===== config.mk =====
export PLATFORM = sky130hd
export DESIGN_NAME = tlc_signal_monitor_flat
export DESIGN_NICKNAME = d
export VERILOG_FILES = /design/src/rtl/tlc_signal_monitor_if.sv /design/src/rtl/tlc_signal_monitor.sv /design/src/flat_wrapper.sv
export SDC_FILE = /design/constraint.sdc
export NUM_CORES = 1
export LEC_CHECK = 0
export ABC_CLOCK_PERIOD_IN_PS = 2850
export BUFFER_PORTS_ARGS = -buffer_cell sky130_fd_sc_hd__buf_2
export CORE_UTILIZATION = 52
export CTS_CLUSTER_DIAMETER = 100
export DETAILED_ROUTE_END_ITERATION = 16
export GPL_ROUTABILITY_DRIVEN = 0
export PLACE_DENSITY = 0.8
export SYNTH_ARGS = -nofsm -noshare
export SYNTH_HDL_FRONTEND = slang
export SYNTH_SLANG_ARGS = --single-unit

===== constraint.sdc =====
create_clock -name Clk -period 2.85 [get_ports Clk]
set_input_delay 0.57 -clock Clk [delete_from_list [all_inputs] [get_ports Clk]]
set_output_delay 0.57 -clock Clk [all_outputs]
set_load 0.03 [all_outputs]

===== src/rtl/tlc_signal_monitor_if.sv =====
// Lamp-signal bundle between the traffic-light FSM, the safety monitor and the lamp drivers.
// Signals:
//   highwaySignal, farmSignal : lamp codes from the FSM (00 red, 01 yellow, 10 green, 11 illegal)
//   faultClr                  : synchronous fault clear
//   fault, faultCode          : latched fault flag and first-fault code
//   phase                     : tracked lamp phase
//   safeHighway, safeFarm     : gated lamp codes for the drivers
// Modports: master = FSM/driver side, slave = monitor side.
interface tlc_signal_monitor_if;
  logic [1:0] highwaySignal;
  logic [1:0] farmSignal;
  logic       faultClr;
  logic       fault;
  logic [2:0] faultCode;
  logic [2:0] phase;
  logic [1:0] safeHighway;
  logic [1:0] safeFarm;

  modport master (
    output highwaySignal, farmSignal, faultClr,
    input  fault, faultCode, phase, safeHighway, safeFarm
  );

  modport slave (
    input  highwaySignal, farmSignal, faultClr,
    output fault, faultCode, phase, safeHighway, safeFarm
  );
endinterface


===== src/rtl/tlc_signal_monitor.sv =====
// Independent safety checker for the traffic-light controller lamp outputs.
// Tracks the lamp phase sequence (and, optionally, dwell times), latches the first violation
// with a code and forces the registered safe lamp outputs to all-red while faulted.
// Ports:
//   Clk  : clock, rising edge
//   Rst  : synchronous active-high reset
//   mon  : tlc_signal_monitor_if.slave (lamp inputs, faultClr, fault/faultCode/phase, safe lamps)
// Fault codes: 1 illegal code, 2 conflict, 3 illegal transition, 4 wrong green order,
//              5 short yellow, 6 short all-red (lowest code wins).
// Build option: define TLC_MON_TIMING_EN to compile in the dwell counter and codes 5/6.
module tlc_signal_monitor #(
  parameter int unsigned CNT_W      = 31,
  parameter int unsigned MIN_YELLOW = 150000000,
  parameter int unsigned MIN_ALLRED = 50000000
) (
  input logic                 Clk,
  input logic                 Rst,
  tlc_signal_monitor_if.slave mon
);

  typedef enum logic [2:0] {
    PhAllRed  = 3'd0,
    PhHGreen  = 3'd1,
    PhHYellow = 3'd2,
    PhFGreen  = 3'd4,
    PhFYellow = 3'd5
  } phase_e;

  localparam logic GreenHighway = 1'b0;
  localparam logic GreenFarm    = 1'b1;

  // Minimums must be representable in the dwell counter.
  if (((64'(MIN_YELLOW) >> CNT_W) != 64'd0) || ((64'(MIN_ALLRED) >> CNT_W) != 64'd0))
  begin : g_bad_min
    $error("tlc_signal_monitor: minimum dwell exceeds counter range");
  end

  phase_e     phase_q, phase_d;
  logic       next_green_q, next_green_d;
  logic       fault_q, fault_d;
  logic [2:0] code_q, code_d;
  logic [1:0] safe_h_q, safe_h_d;
  logic [1:0] safe_f_q, safe_f_d;

  logic [1:0] h, f;
  phase_e     samp_ph;
  logic [2:0] chk_code;  // 0 = sample accepted
  logic       yellow_ok, allred_ok;
  logic       clr_all, take_same, take_new;

  assign h = mon.highwaySignal;
  assign f = mon.farmSignal;

`ifdef TLC_MON_TIMING_EN
  localparam logic [CNT_W-1:0] MinYellowC = CNT_W'(MIN_YELLOW);
  localparam logic [CNT_W-1:0] MinAllRedC = CNT_W'(MIN_ALLRED);

  logic [CNT_W-1:0] dwell_q, dwell_d;

  // A saturated counter satisfies every minimum.
  assign yellow_ok = (dwell_q >= MinYellowC) || (&dwell_q);
  assign allred_ok = (dwell_q >= MinAllRedC) || (&dwell_q);

  always_comb begin
    dwell_d = dwell_q;
    if (clr_all) begin
      dwell_d = '0;
    end else if (take_new) begin
      dwell_d = CNT_W'(1);
    end else if (take_same && !(&dwell_q)) begin
      dwell_d = dwell_q + CNT_W'(1);
    end
  end

  always_ff @(posedge Clk) begin
    if (Rst) begin
      dwell_q <= '0;
    end else begin
      dwell_q <= dwell_d;
    end
  end
`else
  assign yellow_ok = 1'b1;
  assign allred_ok = 1'b1;
`endif

  // Map a pair to its phase; illegal pairs are caught by codes 1/2 before this matters.
  always_comb begin
    case ({h, f})
      4'b1000: samp_ph = PhHGreen;
      4'b0100: samp_ph = PhHYellow;
      4'b0010: samp_ph = PhFGreen;
      4'b0001: samp_ph = PhFYellow;
      default: samp_ph = PhAllRed;
    endcase
  end

  always_comb begin
    chk_code = 3'd0;
    if ((h == 2'b11) || (f == 2'b11)) begin
      chk_code = 3'd1;
    end else if ((h != 2'b00) && (f != 2'b00)) begin
      chk_code = 3'd2;
    end else if (samp_ph != phase_q) begin
      unique case (phase_q)
        PhAllRed: begin
          if (samp_ph == PhHGreen) begin
            if (next_green_q == GreenFarm) chk_code = 3'd4;
            else if (!allred_ok)           chk_code = 3'd6;
          end else if (samp_ph == PhFGreen) begin
            if (next_green_q == GreenHighway) chk_code = 3'd4;
            else if (!allred_ok)              chk_code = 3'd6;
          end else begin
            chk_code = 3'd3;
          end
        end
        PhHGreen: if (samp_ph != PhHYellow) chk_code = 3'd3;
        PhFGreen: if (samp_ph != PhFYellow) chk_code = 3'd3;
        PhHYellow, PhFYellow: begin
          if (samp_ph != PhAllRed) chk_code = 3'd3;
          else if (!yellow_ok)     chk_code = 3'd5;
        end
        default: chk_code = 3'd3;
      endcase
    end
  end

  assign clr_all   = mon.faultClr;
  assign take_same = !clr_all && !fault_q && (chk_code == 3'd0) && (samp_ph == phase_q);
  assign take_new  = !clr_all && !fault_q && (chk_code == 3'd0) && (samp_ph != phase_q);

  always_comb begin
    phase_d      = phase_q;
    next_green_d = next_green_q;
    fault_d      = fault_q;
    code_d       = code_q;
    safe_h_d     = safe_h_q;
    safe_f_d     = safe_f_q;
    if (clr_all) begin
      phase_d      = PhAllRed;
      next_green_d = GreenHighway;
      fault_d      = 1'b0;
      code_d       = 3'd0;
      safe_h_d     = 2'b00;
      safe_f_d     = 2'b00;
    end else if (!fault_q) begin
      if (chk_code != 3'd0) begin
        // Offending pair never reaches the lamps.
        fault_d  = 1'b1;
        code_d   = chk_code;
        safe_h_d = 2'b00;
        safe_f_d = 2'b00;
      end else begin
        safe_h_d = h;
        safe_f_d = f;
        if (take_new) begin
          phase_d = samp_ph;
          if (samp_ph == PhHGreen) next_green_d = GreenFarm;
          if (samp_ph == PhFGreen) next_green_d = GreenHighway;
        end
      end
    end
  end

  always_ff @(posedge Clk) begin
    if (Rst) begin
      phase_q      <= PhAllRed;
      next_green_q <= GreenHighway;
      fault_q      <= 1'b0;
      code_q       <= 3'd0;
      safe_h_q     <= 2'b00;
      safe_f_q     <= 2'b00;
    end else begin
      phase_q      <= phase_d;
      next_green_q <= next_green_d;
      fault_q      <= fault_d;
      code_q       <= code_d;
      safe_h_q     <= safe_h_d;
      safe_f_q     <= safe_f_d;
    end
  end

  assign mon.fault       = fault_q;
  assign mon.faultCode   = code_q;
  assign mon.phase       = phase_q;
  assign mon.safeHighway = safe_h_q;
  assign mon.safeFarm    = safe_f_q;

endmodule

===== src/flat_wrapper.sv =====
// flat-port wrapper written by rule: the top's interface ports become plain ports
module tlc_signal_monitor_flat 
#(
  parameter int unsigned CNT_W      = 31,
  parameter int unsigned MIN_YELLOW = 150000000,
  parameter int unsigned MIN_ALLRED = 50000000
)
  (Clk, Rst, mon_highwaySignal, mon_farmSignal, mon_faultClr, mon_fault, mon_faultCode, mon_phase, mon_safeHighway, mon_safeFarm);
  tlc_signal_monitor_if mon_i ();
  input logic Clk;
  input logic Rst;
  input wire logic [$bits(mon_i.highwaySignal)-1:0] mon_highwaySignal;
  input wire logic [$bits(mon_i.farmSignal)-1:0] mon_farmSignal;
  input wire logic [$bits(mon_i.faultClr)-1:0] mon_faultClr;
  output wire logic [$bits(mon_i.fault)-1:0] mon_fault;
  output wire logic [$bits(mon_i.faultCode)-1:0] mon_faultCode;
  output wire logic [$bits(mon_i.phase)-1:0] mon_phase;
  output wire logic [$bits(mon_i.safeHighway)-1:0] mon_safeHighway;
  output wire logic [$bits(mon_i.safeFarm)-1:0] mon_safeFarm;
  assign mon_i.highwaySignal = mon_highwaySignal;
  assign mon_i.farmSignal = mon_farmSignal;
  assign mon_i.faultClr = mon_faultClr;
  assign mon_fault = mon_i.fault;
  assign mon_faultCode = mon_i.faultCode;
  assign mon_phase = mon_i.phase;
  assign mon_safeHighway = mon_i.safeHighway;
  assign mon_safeFarm = mon_i.safeFarm;
  tlc_signal_monitor #(.CNT_W(CNT_W), .MIN_YELLOW(MIN_YELLOW), .MIN_ALLRED(MIN_ALLRED)) u_core (.Clk(Clk), .Rst(Rst), .mon(mon_i));
endmodule

# Word level (Yosys, flattened, before mapping)
# Cells that the tools add are included.
classes:
  eq_ne: 15
  muxes: 18
  bitwise_logic: 2
  reduce_logical: 19
ops:
  columns: ["operator", "n"]
  rows:
  - ["one-hot mux 3 bit (4 select lines)", 2]
  - ["2-to-1 mux 3 bit", 7]
  - ["2-to-1 mux 2 bit", 5]
  - ["== test 3 bit, second input constant", 3]
  - ["== test 3 x 1 -> 1 bit, second input constant", 2]
  - ["logical NOT 3 bit", 2]
  - ["nonzero test 2 bit", 3]
  - ["nonzero test 3 bit", 2]
  - ["== test 2 bit, second input constant", 2]
  - ["== test 4 x 1 -> 1 bit, second input constant", 1]
  - ["== test 4 x 2 -> 1 bit, second input constant", 1]
  - ["== test 4 x 3 -> 1 bit, second input constant", 1]
  - ["== test 4 bit, second input constant", 1]
  - ["logical AND 1 bit", 4]
  - ["2-to-1 mux 1 bit", 4]
  - ["AND reduction 4 bit", 1]
  - ["OR reduction 2 bit", 2]
  - ["== test 3 x 2 -> 1 bit, second input constant", 1]
  - ["!= test 3 x 2 -> 1 bit, second input constant", 1]
  - ["!= test 3 bit", 1]
  - ["!= test 3 bit, second input constant", 1]
  - ["AND reduction 3 bit", 1]
  - ["logical NOT 1 bit", 2]
  - ["inverter 1 bit", 2]
  - ["other kinds (2)", 2]
totals:
  regBits: 12
  inputBits: 7
  output_inout_bits: 11
  elab_cells: 60

# Depth between registers and ports, before layout
# Gate-level depths: netlist of run 1.
logic_depth:
  ltp_word: 13
  depth_mapped: 8
  ltp_nobuf: 6

# Least setup slack after synthesis of run 1
# Ideal clock, no wire load.
synth_path:
  path_kind: "input port to flip-flop"
  from: "input port mon_highwaySignal[0]"
  to: "register u_core.phase_q[2], in the netlist u_core.mon.phase[2]"
  setup_ps: 70
  arrival_ps: 2215
  t_required_ps: 2780
  slack_ps: 565
  path_stages: 7
  n_path_buf: 1
  cell_sequence: "buf_2 -> nor4b_1 -> mux2i_1 -> o211a_1 -> nand4bb_4 -> or4_1 -> a21oi_1"
synth_via:
  elab_chain_cells: 13
  elab_cells_between_ends: 30
  cone_classes: "eq/ne (10); mux (10); bitwise (1); reduce/logical (9)"
synth_lines:
  columns: ["item", "line_no", "rtl"]
  rows:
  - ["start, declared", "flat_wrapper.sv:12", "input wire logic [$bits(mon_i.highwaySignal)-1:0] mon_highwaySignal;"]
  - ["== test 4 x 1 -> 1 bit, or another cell as far along", "tlc_signal_monitor.sv:89", "case ({h, f})"]
  - ["one-hot mux 3 bit (4 select lines)", "tlc_signal_monitor.sv:89", null]
  - ["== test 3 bit", "tlc_signal_monitor.sv:110", "end else if (samp_ph == PhFGreen) begin"]
  - ["2-to-1 mux 3 bit", "tlc_signal_monitor.sv:110", null]
  - ["2-to-1 mux 3 bit", "tlc_signal_monitor.sv:107", "if (samp_ph == PhHGreen) begin"]
  - ["one-hot mux 3 bit (4 select lines)", "tlc_signal_monitor.sv:105", "unique case (phase_q)"]
  - ["2-to-1 mux 3 bit", "tlc_signal_monitor.sv:104", "end else if (samp_ph != phase_q) begin"]
  - ["2-to-1 mux 3 bit", "tlc_signal_monitor.sv:102", "end else if ((h != 2'b00) && (f != 2'b00)) begin"]
  - ["2-to-1 mux 3 bit", "tlc_signal_monitor.sv:100", "if ((h == 2'b11) || (f == 2'b11)) begin"]
  - ["logical NOT 3 bit", null, null]
  - ["logical AND 1 bit (2 in a row)", "tlc_signal_monitor.sv:130", "assign take_new = !clr_all && !fault_q && (chk_code == 3'd0) && (samp_ph != phase_q);"]
  - ["AND reduction 3 bit (no line)", null, null]
  - ["end signal, assigned", "tlc_signal_monitor.sv:167", "phase_q <= PhAllRed;"]
  - ["end signal, assigned", "tlc_signal_monitor.sv:174", "phase_q <= phase_d;"]
  - ["end, declared", "tlc_signal_monitor.sv:38", "phase_e phase_q, phase_d;"]
# Several ways; a longest one is shown, not always the timed one.
# A chain may end at the register's enable or synchronous reset.

# Worst setup path in the final report of run 1
layout_path:
  from: "input port mon_farmSignal[0]"
  to: "register u_core.next_green_q"
layout_via:
  elab_chain_cells: 13
  elab_cells_between_ends: 32
  cone_classes: "eq/ne (10); mux (11); bitwise (1); reduce/logical (10)"
layout_lines:
  columns: ["item", "line_no", "rtl"]
  rows:
  - ["start, declared", "flat_wrapper.sv:13", "input wire logic [$bits(mon_i.farmSignal)-1:0] mon_farmSignal;"]
  - ["== test 4 x 1 -> 1 bit, or another cell as far along", "tlc_signal_monitor.sv:89", null]
  - ["one-hot mux 3 bit (4 select lines)", "tlc_signal_monitor.sv:89", null]
  - ["== test 3 bit", "tlc_signal_monitor.sv:110, tlc_signal_monitor.sv:159", null]
  - ["2-to-1 mux 3 bit", "tlc_signal_monitor.sv:110", null]
  - ["2-to-1 mux 3 bit", "tlc_signal_monitor.sv:107", null]
  - ["one-hot mux 3 bit (4 select lines)", "tlc_signal_monitor.sv:105", null]
  - ["2-to-1 mux 3 bit", "tlc_signal_monitor.sv:104", null]
  - ["2-to-1 mux 3 bit", "tlc_signal_monitor.sv:102", null]
  - ["2-to-1 mux 3 bit", "tlc_signal_monitor.sv:100", null]
  - ["logical NOT 3 bit", null, null]
  - ["logical AND 1 bit (2 in a row)", "tlc_signal_monitor.sv:130", null]
  - ["AND reduction 4 bit (no line)", null, null]
  - ["end signal, assigned", "tlc_signal_monitor.sv:168", "next_green_q <= GreenHighway;"]
  - ["end signal, assigned", "tlc_signal_monitor.sv:175", "next_green_q <= next_green_d;"]
  - ["end, declared", "tlc_signal_monitor.sv:39", "logic next_green_q, next_green_d;"]
# Several ways; a longest one is shown, not always the timed one.

==> results.txt, run 1 <==
----------------------------------------------------
[Timing]
  Unrepaired setup endpoints after global routing ... no
  Rel. slew slack ... 59.4%
  Min cycle time layout ... 2.28 ns
  Setup WS post-layout ... 0.571 ns
  Hold violation count in the final report ... 0
  Summed negative setup slack over all endpoints ... 0 ns
  Maximum clock skew at final layout ... 0.00329 ns
  Fmax achieved ... 439 MHz
  Pins Over Slew Limit ... 0
  Number of endpoints failing setup at the final stage ... 0
  Hold Slack ... 0.463 ns
  Final critical-path share of the clock period ... 80.0%
  Transition time at the pin with the least slew margin ... 0.607 ns

[Clocking]
  Post-CTS setup repair buffer count ... 0
  Maximum buffer depth of the clock tree ... 2
  Clock tree from TritonCTS ... done
  Total number of H-tree levels ... 1
  Total of cells resized after clock tree synthesis ... 0
  Clock input transition at the sequential cells of the worst setup and hold paths ... 0.07 ns
  Clock insertion delay at the later pin of the skew report ... 0.27 ns
  Number of buffers added by the clock tree synthesis step ... 3
  TritonCTS Sinks ... 12
  Cell at the root of the clock tree ... sky130_fd_sc_hd__clkbuf_4
  Post-CTS Hold Fix Bufs ... 0

[Die]
  Horizontal die dimension ... 42.5 um
  Number of ports placed on the die boundary ... 18
  Starting density of the core ... 55.8%
  Die Y ... 42.5 um
  Floorplan row count ... 14
  Die outline area ... 0.00180 mm2
  Floorplan core area ... 0.00152 mm2

[Pwr]
  Internal portion of total power ... 0.249 mW
  Pwr Density ... 384 mW/mm2
  Clock network power share ... 28.9%
  Total leakage power ... 0.333 nW
  Net switching component of the power ... 0.104 mW
  Switching fraction of total power ... 29.5%
  Share of total power in sequential cells ... 49.6%
  Combinational share of power ... 21.5%
  Largest vdd supply drop ... 0.333 mV

[Route]
  Initial drt markers ... 29
  First-pass iteration count of the detailed router ... 4
  Total DRC errors in the routed layout ... 0
  Post-DRT Antenna Nets ... 0
  Detailed Route WL ... 1800 um
  Via density per instance ... 6.46
  Wirelength per Cell ... 14.3 um
  Count of vias placed by the detailed router ... 814

[Cells and area]
  Final cell count without fillers ... 126
  Area Overhead vs Synth ... 8.38%
  Post-route design area ... 922 um2
  Fin nets ... 119
  ANT cells ... 0
  Proportion of layout cells with a drive suffix above 1 ... 28.2%

[Place]
  Post-place instance area ... 900 um2
  Detailed placement HPWL ... 1300 um
  DP Cell Count ... 123
  Count of input and output buffers ... 17
  Worst slack after detailed placement ... 0.336 ns

[Setup path]
  Kind of start point of the critical path ... input port
  Class of the most critical setup path ... input port to flip-flop
  Setup crit end ... u_core.next_green_q$_SDFFE_PP0P_
  Req. time, crit path ... 2.98 ns
  Crit. End Element ... flip-flop
  Critical Path Fanout Max ... 15
  Startpoint of the worst register-to-register path ... u_core.mon.phase[2]$_SDFFE_PP0P_
  Crit path from ... mon_farmSignal[0]
  Data arrival time of the critical path ... 2.41 ns
  Worst R2R Path Depth ... 6
  Capture point of the worst reg-to-reg path ... u_core.mon.phase[0]$_SDFFE_PP0P_
  Minimum setup slack among reg-to-reg paths ... 0.87 ns

[GRT]
  GRT Overall Usage ... 21.8%
  Number of antenna violations at the first check in global routing ... 0
  Pin count of the biggest net entering global routing ... 21
  Wire length of the first global-routing pass ... 3020 um
  Via count of the first global-routing pass ... 711
  Overflow left after global routing ... 0

[Synth]
  Most frequently used flop master after synthesis ... sky130_fd_sc_hd__dfxtp_1
  Post-synth EDFFs ... 0
  Netlist cell types ... 44
  Share of synthesized area occupied by flip-flops and latches ... 28.2%
  Per-instance average area after synthesis ... 8.42 um2
  Count of yosys warnings during synthesis ... 0
  Post-synth ARST share ... 0%
  Synth Register Bits ... 12
  Cell count after synthesis ... 101
  Net count after synthesis ... 108
  Synth Cell Area ... 851 um2

[Min path]
  Type of the worst min-delay path ... flip-flop to flip-flop
  Hold path depth ... 2

[Job]
  Number of max-cap violations ... 0

[Outcome]
  Run status ... completed

----------------------------------------------------
[sequential cells by signal (all words and copies together) (netlist names)]
register	flops
u_core.mon.safeHighway	2
u_core.mon.safeFarm	2
u_core.mon.fault	1
u_core.next_green_q	1
u_core.mon.phase	3
u_core.mon.faultCode	3
[worst max-delay path, cell delays in order]
cell                        delay, ns
sky130_fd_sc_hd__buf_2           0.26
sky130_fd_sc_hd__nor4b_1         0.42
sky130_fd_sc_hd__mux2i_1         0.23
sky130_fd_sc_hd__o211a_1         0.22
sky130_fd_sc_hd__nand4bb_4       0.17
sky130_fd_sc_hd__o311ai_1        0.35
sky130_fd_sc_hd__o21ai_0         0.18
[routing by layer]
metal,global-route usage (%),up-vias,wire (um),share of wire (%)
li1,-,395,-,-
met4,13.8,0,38,2.1
met5,0,-,0,0
met2,33.8,40,870,48
met3,1.29,4,130,7.2
met1,29.2,375,761,42
[cells in the mapped netlist (2+ instances only)]
| master | number | area, um2 |
|---|---|---|
| sky130_fd_sc_hd__xor2_1 | 2 | 17.5 |
| sky130_fd_sc_hd__nand2_1 | 7 | 26.3 |
| sky130_fd_sc_hd__o211ai_1 | 2 | 15.0 |
| sky130_fd_sc_hd__xnor2_1 | 3 | 26.3 |
| sky130_fd_sc_hd__or3_1 | 2 | 12.5 |
| sky130_fd_sc_hd__nor3_1 | 3 | 15.0 |
| sky130_fd_sc_hd__nor3_2 | 2 | 20.0 |
| sky130_fd_sc_hd__clkbuf_1 | 2 | 7.51 |
| sky130_fd_sc_hd__nor4_1 | 2 | 12.5 |
| sky130_fd_sc_hd__and2_1 | 2 | 12.5 |
| sky130_fd_sc_hd__nor4b_1 | 2 | 17.5 |
| sky130_fd_sc_hd__buf_2 | 6 | 30.0 |
| sky130_fd_sc_hd__o21ai_0 | 6 | 30.0 |
| sky130_fd_sc_hd__a32o_1 | 4 | 40.0 |
| sky130_fd_sc_hd__buf_1 | 2 | 7.51 |
| sky130_fd_sc_hd__or2_2 | 2 | 12.5 |
| sky130_fd_sc_hd__a21oi_1 | 6 | 30.0 |
| sky130_fd_sc_hd__nor2_1 | 8 | 30.0 |
| sky130_fd_sc_hd__nand4b_1 | 2 | 17.5 |
| sky130_fd_sc_hd__dfxtp_1 | 12 | 240 |
[cell usage in the layout, fill, tap and decap left out, types with 3 or more instances in the layout]
master	Yosys	routed
sky130_fd_sc_hd__buf_2	6	17
sky130_fd_sc_hd__dfxtp_1	12	12
sky130_fd_sc_hd__nor2_1	8	8
sky130_fd_sc_hd__nand2_1	7	7
sky130_fd_sc_hd__a21oi_1	6	6
sky130_fd_sc_hd__o21ai_0	6	6
sky130_fd_sc_hd__a32o_1	4	4
sky130_fd_sc_hd__nor3_1	3	3
sky130_fd_sc_hd__xnor2_1	3	3
sky130_fd_sc_hd__clkbuf_4	0	3
[layout make-up]
cell class,count,area [um2]
clock buffers,3,22.5
fillers,153,602
inverters,1,3.75
multi-input cells,77,551
flip-flops and latches,12,240
well taps,16,20.0
repair buffers,17,85.1
[metrics by stage]
stage | utilization [%] | total power [mW]
after floorplan | - | 0.241
after global placement | 59.0 | 0.253
after detailed placement | 59.0 | 0.254
after CTS | 60.5 | 0.354
after global routing | 60.5 | 0.369
final | 60.5 | 0.354
[kinds of logic after synthesis]
| kind of cell | Yosys count | share of synthesized area (%) |
|---|---|---|
| AND/OR/NAND/NOR | 40 | 30.4 |
| AO/OA/AOI/OAI | 30 | 26.6 |
| flip-flops | 12 | 28.2 |
| buffers and inverters | 12 | 7.06 |
| XOR/XNOR | 5 | 5.15 |
| multiplexers | 2 | 2.50 |
[power by group through the flow]
stage / Clock (mW) / Combinational [mW] / Sequential [mW]
2_1_floorplan: 0 / 0.0540 / 0.187
3_3_place_gp: 0 / 0.0742 / 0.179
3_5_place_dp: 0 / 0.0752 / 0.179
4_1_cts: 0.103 / 0.0755 / 0.175
5_1_grt: 0.110 / 0.0822 / 0.176
6_report: 0.102 / 0.0761 / 0.175
[how the worst min path moves through the flow]
stage,start,to,slack [ns]
detailed placement,u_core.mon.faultCode[1]$_SDFFE_PP0P_,u_core.mon.faultCode[1]$_SDFFE_PP0P_,0.46
global placement,u_core.mon.faultCode[0]$_SDFFE_PP0P_,u_core.mon.faultCode[0]$_SDFFE_PP0P_,0.44
CTS,u_core.mon.faultCode[1]$_SDFFE_PP0P_,u_core.mon.faultCode[1]$_SDFFE_PP0P_,0.46
floorplan,u_core.next_green_q$_SDFFE_PP0P_,u_core.next_green_q$_SDFFE_PP0P_,0.49
finish,u_core.mon.faultCode[1]$_SDFFE_PP0P_,u_core.mon.faultCode[1]$_SDFFE_PP0P_,0.46
global route,u_core.mon.faultCode[2]$_SDFFE_PP0P_,u_core.mon.faultCode[2]$_SDFFE_PP0P_,0.49
(Power assumes the default switching activity.)
==> inputs of run 2 (changes only) <==
ABC_CLOCK_PERIOD_IN_PS = 1900   (was 2850)
CORE_UTILIZATION = 47   (was 52)
PLACE_DENSITY = 0.76   (was 0.8)
clock period = 1.9 ns   (was 2.85 ns; I/O delays follow)
==> run 2 against run 1 <==
Utilization grew 8.9 points. Combinational power increased by 110%. Setup slack got worse by 0.45 ns. Sequential share of layout area is 5.6 points lower. First-iteration DRC count down 59%. Design area is 29% higher. Via count is 9.5% higher. Sequential cell count unchanged. Hold slack lost 0.018 ns. Count of clock-buffer cells in the layout up 1. Power rose by 77%. Cell count grew 28%. Critical endpoint is now u_core.mon.phase[2]$_SDFFE_PP0P_.
==> results.txt, run 2 (synthesized netlist as in run 1, its figures left out) <==
----------------------------------------------------
[Outcome]
  Run status ... completed

[Setup path]
  Kind of start point of the critical path ... input port
  CP delay by family, top ... simple AND/OR/NAND/NOR gates
  Critical Path Fanout Max ... 5
  Critical Path Slowest Stage Cell ... sky130_fd_sc_hd__or4_1
  Class of the most critical setup path ... input port to flip-flop
  Req. time, crit path ... 2.10 ns
  Ordered list of cells on the worst path ... buf_2, nor4b_4, mux2i_1, o211a_1, nand4bb_4, or4_1, a21oi_1
  Crit. End Element ... flip-flop
  Buf+Inv Stages, Crit Path ... 1
  Data arrival time of the critical path ... 1.98 ns
  Maximum cell stage delay along the critical path ... 0.41 ns

[Die]
  Starting density of the core ... 49.8%
  Die Y ... 44.5 um
  Horizontal die dimension ... 44.5 um
  Floorplan row count ... 15
  Floorplan core area ... 0.00171 mm2
  Number of ports placed on the die boundary ... 18
  Die outline area ... 0.00198 mm2

[Route]
  Count of vias placed by the detailed router ... 891
  First-pass iteration count of the detailed router ... 4
  Post-DRT Antenna Nets ... 0
  Total DRC errors in the routed layout ... 0
  Wirelength per Cell ... 13.3 um
  Detailed Route WL ... 2140 um
  Initial drt markers ... 12
  Via density per instance ... 5.53

[Timing]
  Number of endpoints failing setup at the final stage ... 0
  Maximum clock skew at final layout ... 0.000650 ns
  Final critical-path share of the clock period ... 93.8%
  Setup WS post-layout ... 0.118 ns
  Transition time at the pin with the least slew margin ... 0.320 ns
  Hold violation count in the final report ... 0
  Fmax achieved ... 561 MHz
  Unrepaired setup endpoints after global routing ... no
  Min cycle time layout ... 1.78 ns
  Pins Over Slew Limit ... 0
  Hold Slack ... 0.445 ns
  Rel. slew slack ... 78.7%

[Clocking]
  Post-CTS setup repair buffer count ... 0
  Maximum buffer depth of the clock tree ... 2
  Total number of H-tree levels ... 1
  Post-CTS Hold Fix Bufs ... 0
  Number of buffers added by the clock tree synthesis step ... 3
  TritonCTS Sinks ... 12
  Clock insertion delay at the later pin of the skew report ... 0.27 ns
  Clock input transition at the sequential cells of the worst setup and hold paths ... 0.07 ns
  Cell at the root of the clock tree ... sky130_fd_sc_hd__clkbuf_4
  Clock tree from TritonCTS ... done

[Pwr]
  Pwr Density ... 527 mW/mm2
  Total leakage power ... 0.482 nW
  Share of total power in sequential cells ... 42.1%
  Largest vdd supply drop ... 0.555 mV
  Internal portion of total power ... 0.452 mW
  Switching fraction of total power ... 27.7%
  Clock network power share ... 32.1%
  Net switching component of the power ... 0.173 mW
  Total design power ... 0.625 mW
  Combinational share of power ... 25.8%

[Cells and area]
  Commonest cells after routing, fill and taps aside ... 24 x sky130_fd_sc_hd__buf_4, 16 x sky130_fd_sc_hd__buf_2, 10 x sky130_fd_sc_hd__dfxtp_1
  Final-layout fill cell count ... 153
  Total area of multi-input combinational cells ... 584 um2
  Area Overhead vs Synth ... 39.4%
  Proportion of layout cells with a drive suffix above 1 ... 45.6%
  ANT cells ... 0
  Final cell count without fillers ... 161
  Fin nets ... 144
  Final Util ... 69.5%
  FF/Latch Area ... 243 um2
  Leading cell type in the layout, fill and taps excluded ... sky130_fd_sc_hd__buf_4

[Place]
  DP Cell Count ... 157
  Detailed placement HPWL ... 1620 um
  Worst slack after detailed placement ... -0.164 ns
  Count of input and output buffers ... 17

[Min path]
  Type of the worst min-delay path ... input port to flip-flop

[GRT]
  Pin count of the biggest net entering global routing ... 12
  Wire length of the first global-routing pass ... 3500 um
  Number of antenna violations at the first check in global routing ... 0
  Overflow left after global routing ... 0
  Via count of the first global-routing pass ... 834
  GRT Overall Usage ... 23.4%

[Job]
  Number of max-cap violations ... 0

----------------------------------------------------
==> run 2: path summary, 6_finish.rpt <==
path / from / to / slack (ns) / cells after the start
max: mon_highwaySignal[1] / u_core.mon.phase[2]$_SDFFE_PP0P_ / 0.12 / 7
max reg2reg: u_core.mon.phase[2]$_SDFFE_PP0P_ / u_core.mon.faultCode[0]$_SDFFE_PP0P_ / 0.13 / 6
min reg2reg: u_core.mon.safeFarm[0]$_SDFFE_PP0N_ / u_core.mon.safeFarm[0]$_SDFFE_PP0N_ / 0.47 / 1
min: Rst / u_core.mon.phase[2]$_SDFFE_PP0P_ / 0.45 / 3
==> run 2: cell type report <==
| class | count | area share, % |
|---|---|---|
| timing repair buffer | 42 | 24.3 |
| tap | 25 | 2.64 |
| multi-input combinational | 77 | 49.3 |
| inverter | 1 | 0.316 |
| sequential | 12 | 20.5 |
| clock buffer | 4 | 3.06 |
==> run 2: timing repair <==
item / CTS / global route
cloned: 0 / 0
gates resized for setup: 1 / 3
pin swaps: 0 / 3
setup endpoints to repair: 1 / 7
==> run 2: per-stage QoR <==
step | TNS, ns | area, um2
final | 0 | 1190
after floorplan | -0.345 | 885
after CTS | 0 | 1180
after detailed placement | -1.39 | 1140
after global placement | -0.822 | 1140
after global routing | 0 | 1190
==> run 2: power by group through the flow <==
stage | Clock (mW) | Sequential, mW | Combinational [mW]
after floorplan | 0 | 0.281 | 0.0841
after global placement | 0 | 0.268 | 0.154
after detailed placement | 0 | 0.269 | 0.157
after CTS | 0.206 | 0.263 | 0.157
after global routing | 0.216 | 0.264 | 0.174
final | 0.201 | 0.263 | 0.161
==> run 2: routing by layer <==
layer | global-route usage, % | vias to the layer above | part of all wire, %
li1 | - | 449 | -
met1 | 30.3 | 422 | 46
met2 | 38.5 | 18 | 51
met3 | 1.63 | 2 | 2.9
met4 | 12.7 | 0 | 0.47
met5 | 0 | - | 0
==> run 2: worst register-to-register path, delay by kind of cell (launching register included) <==
family          cells  cell delay [ns]
compound gates      5             0.88
flops               1             0.42
simple gates        1             0.37
==> inputs of run 3 (changes only) <==
==> constraint.sdc (replaced) <==
create_clock -name Clk -period 1.9 [get_ports Clk]
set_input_delay 0.285 -clock Clk [delete_from_list [all_inputs] [get_ports Clk]]
set_output_delay 0.285 -clock Clk [all_outputs]
set_load 0.03 [all_outputs]
==> run 3 against run 2 <==
Routed wire length down 2.0%. Global-route usage rose by 0.57 points. Via count is 2.8% lower. Clock skew rose by 0.0042 ns. Sequential cell count unchanged. Count of clock-buffer cells in the layout unchanged. Clock power barely moved. Cell count is 5.0% lower. Combinational power down 6%. Die area unchanged. Power down 1.8%. Largest power group unchanged.
==> results.txt, run 3 (synthesized netlist as in run 1, its figures left out) <==
----------------------------------------------------
[Timing]
  Hold violation count in the final report ... 0
  Rel. slew slack ... 76.4%
  Number of endpoints failing setup at the final stage ... 0
  Maximum clock skew at final layout ... 0.00489 ns
  Summed negative setup slack over all endpoints ... 0 ns
  Setup WS post-layout ... 0.0745 ns
  Final critical-path share of the clock period ... 96.1%
  Fmax achieved ... 548 MHz
  Min cycle time layout ... 1.83 ns
  Pins Over Slew Limit ... 0
  Transition time at the pin with the least slew margin ... 0.353 ns
  Unrepaired setup endpoints after global routing ... yes

[Route]
  First-pass iteration count of the detailed router ... 4
  Post-DRT Antenna Nets ... 0
  Detailed Route WL ... 2100 um
  Initial drt markers ... 9
  Via density per instance ... 5.66
  Total DRC errors in the routed layout ... 0
  Wirelength per Cell ... 13.7 um
  Count of vias placed by the detailed router ... 866

[GRT]
  Wire length of the first global-routing pass ... 3410 um
  Via count of the first global-routing pass ... 800
  Overflow left after global routing ... 0
  Pin count of the biggest net entering global routing ... 13
  Number of antenna violations at the first check in global routing ... 0
  GRT Overall Usage ... 24.0%

[Pwr]
  Internal portion of total power ... 0.442 mW
  Pwr Density ... 542 mW/mm2
  Total leakage power ... 0.437 nW
  Switching fraction of total power ... 28.0%
  Share of total power in sequential cells ... 42.7%
  Total design power ... 0.613 mW
  Clock network power share ... 32.8%
  Largest vdd supply drop ... 0.519 mV
  Combinational share of power ... 24.5%
  Net switching component of the power ... 0.171 mW

[Setup path]
  Class of the most critical setup path ... flip-flop to flip-flop
  Kind of start point of the critical path ... flip-flop
  Critical Path Fanout Max ... 12
  Data arrival time of the critical path ... 2.04 ns
  Critical Path Slowest Stage Cell ... sky130_fd_sc_hd__dfxtp_4
  Maximum cell stage delay along the critical path ... 0.39 ns
  Req. time, crit path ... 2.12 ns
  Ordered list of cells on the worst path ... nor4_2, o22ai_2, nor3_2, nand4bb_4, buf_4, mux2_2, nor2_1
  Crit. End Element ... flip-flop

[Die]
  Die outline area ... 0.00198 mm2
  Die Y ... 44.5 um
  Floorplan row count ... 15
  Floorplan core area ... 0.00171 mm2
  Number of ports placed on the die boundary ... 18
  Horizontal die dimension ... 44.5 um
  Starting density of the core ... 49.8%

[Clocking]
  Cell at the root of the clock tree ... sky130_fd_sc_hd__clkbuf_4
  TritonCTS Sinks ... 12
  Clock input transition at the sequential cells of the worst setup and hold paths ... 0.07 ns
  Number of buffers added by the clock tree synthesis step ... 3
  Total number of H-tree levels ... 1
  Maximum buffer depth of the clock tree ... 2
  Post-CTS Hold Fix Bufs ... 0
  Clock insertion delay at the later pin of the skew report ... 0.28 ns
  Clock tree from TritonCTS ... done

[Cells and area]
  Area Overhead vs Synth ... 32.9%
  ANT cells ... 0
  FF/Latch Area ... 248 um2
  Final-layout fill cell count ... 148
  Fin nets ... 136
  Commonest cells after routing, fill and taps aside ... 17 x sky130_fd_sc_hd__buf_2, 17 x sky130_fd_sc_hd__buf_4, 8 x sky130_fd_sc_hd__nor2_1, 8 x sky130_fd_sc_hd__dfxtp_1, 7 x sky130_fd_sc_hd__nand2_1
  Total area of multi-input combinational cells ... 599 um2
  Proportion of layout cells with a drive suffix above 1 ... 44.5%

[Job]
  Number of max-cap violations ... 0

[Place]
  Detailed placement HPWL ... 1550 um
  Worst slack after detailed placement ... -0.0658 ns
  Count of input and output buffers ... 17

[Min path]
  Type of the worst min-delay path ... input port to flip-flop

[Outcome]
  Run status ... completed

----------------------------------------------------
==> run 3: cell count changes in the layout (fill, tap and decap cells not counted), sizes merged <==
cell    previous run  this run
buf               41        34
clkbuf             5         4
==> run 3: cell type report <==
type                       instances  area share (%)
tap                               25            2.77
multi-input combinational         77            53.0
inverter                           1           0.332
sequential                        12            21.9
clock buffer                       4            3.21
timing repair buffer              34            18.8
==> run 3: worst max-delay path, delay by kind of cell (launching register included) <==
kind | cells | cell delay [ns]
mux | 1 | 0.32
buf+inv | 1 | 0.13
flops | 1 | 0.39
simple gates | 4 | 0.79
compound gates | 1 | 0.13
==> run 3: path summary, 6_finish.rpt <==
kind | start | end | slack, ns | cells after the start
max | u_core.mon.phase[2]$_SDFFE_PP0P_ | u_core.mon.phase[0]$_SDFFE_PP0P_ | 0.07 | 7
min | mon_faultClr | u_core.mon.phase[2]$_SDFFE_PP0P_ | 0.34 | 3
max reg2reg | u_core.mon.phase[2]$_SDFFE_PP0P_ | u_core.mon.phase[0]$_SDFFE_PP0P_ | 0.07 | 7
min reg2reg | u_core.mon.faultCode[1]$_SDFFE_PP0P_ | u_core.mon.faultCode[1]$_SDFFE_PP0P_ | 0.47 | 2
==> run 3: timing repair <==
item / 4_1_cts / 5_1_grt
buffers inserted: 0 / 1
endpoints found under the hold margin: 0 / 0
endpoints found under the setup margin: 0 / 6
resized for setup: 0 / 5
==> run 3: power groups by stage <==
stage	sequential [mW]	clock [mW]	combinational (mW)
after CTS	0.263	0.205	0.144
after floorplan	0.280	0	0.0841
after global placement	0.268	0	0.141
final	0.262	0.201	0.151
after global routing	0.263	0.215	0.162
after detailed placement	0.268	0	0.143
==> run 3: routing by layer <==
metal | vias up | part of all wire (%) | GRT usage, %
met2 | 28 | 50 | 42.1
met3 | 6 | 4.3 | 6.12
met1 | 402 | 43 | 26.5
met4 | 0 | 2.3 | 12.1
met5 | - | 0 | 0
li1 | 430 | - | -
==> run 3: metrics by stage <==
stage / std cells / util [%] / area, um2 / hold slack [ns]
after floorplan: 101 / - / 886 / 0.503
after global routing: 153 / 66.2 / 1130 / 0.346
final: 153 / 66.2 / 1130 / 0.336
after detailed placement: 148 / 62.2 / 1060 / 0.461
after global placement: 148 / 62.2 / 1060 / 0.446
after CTS: 152 / 64.3 / 1100 / 0.340
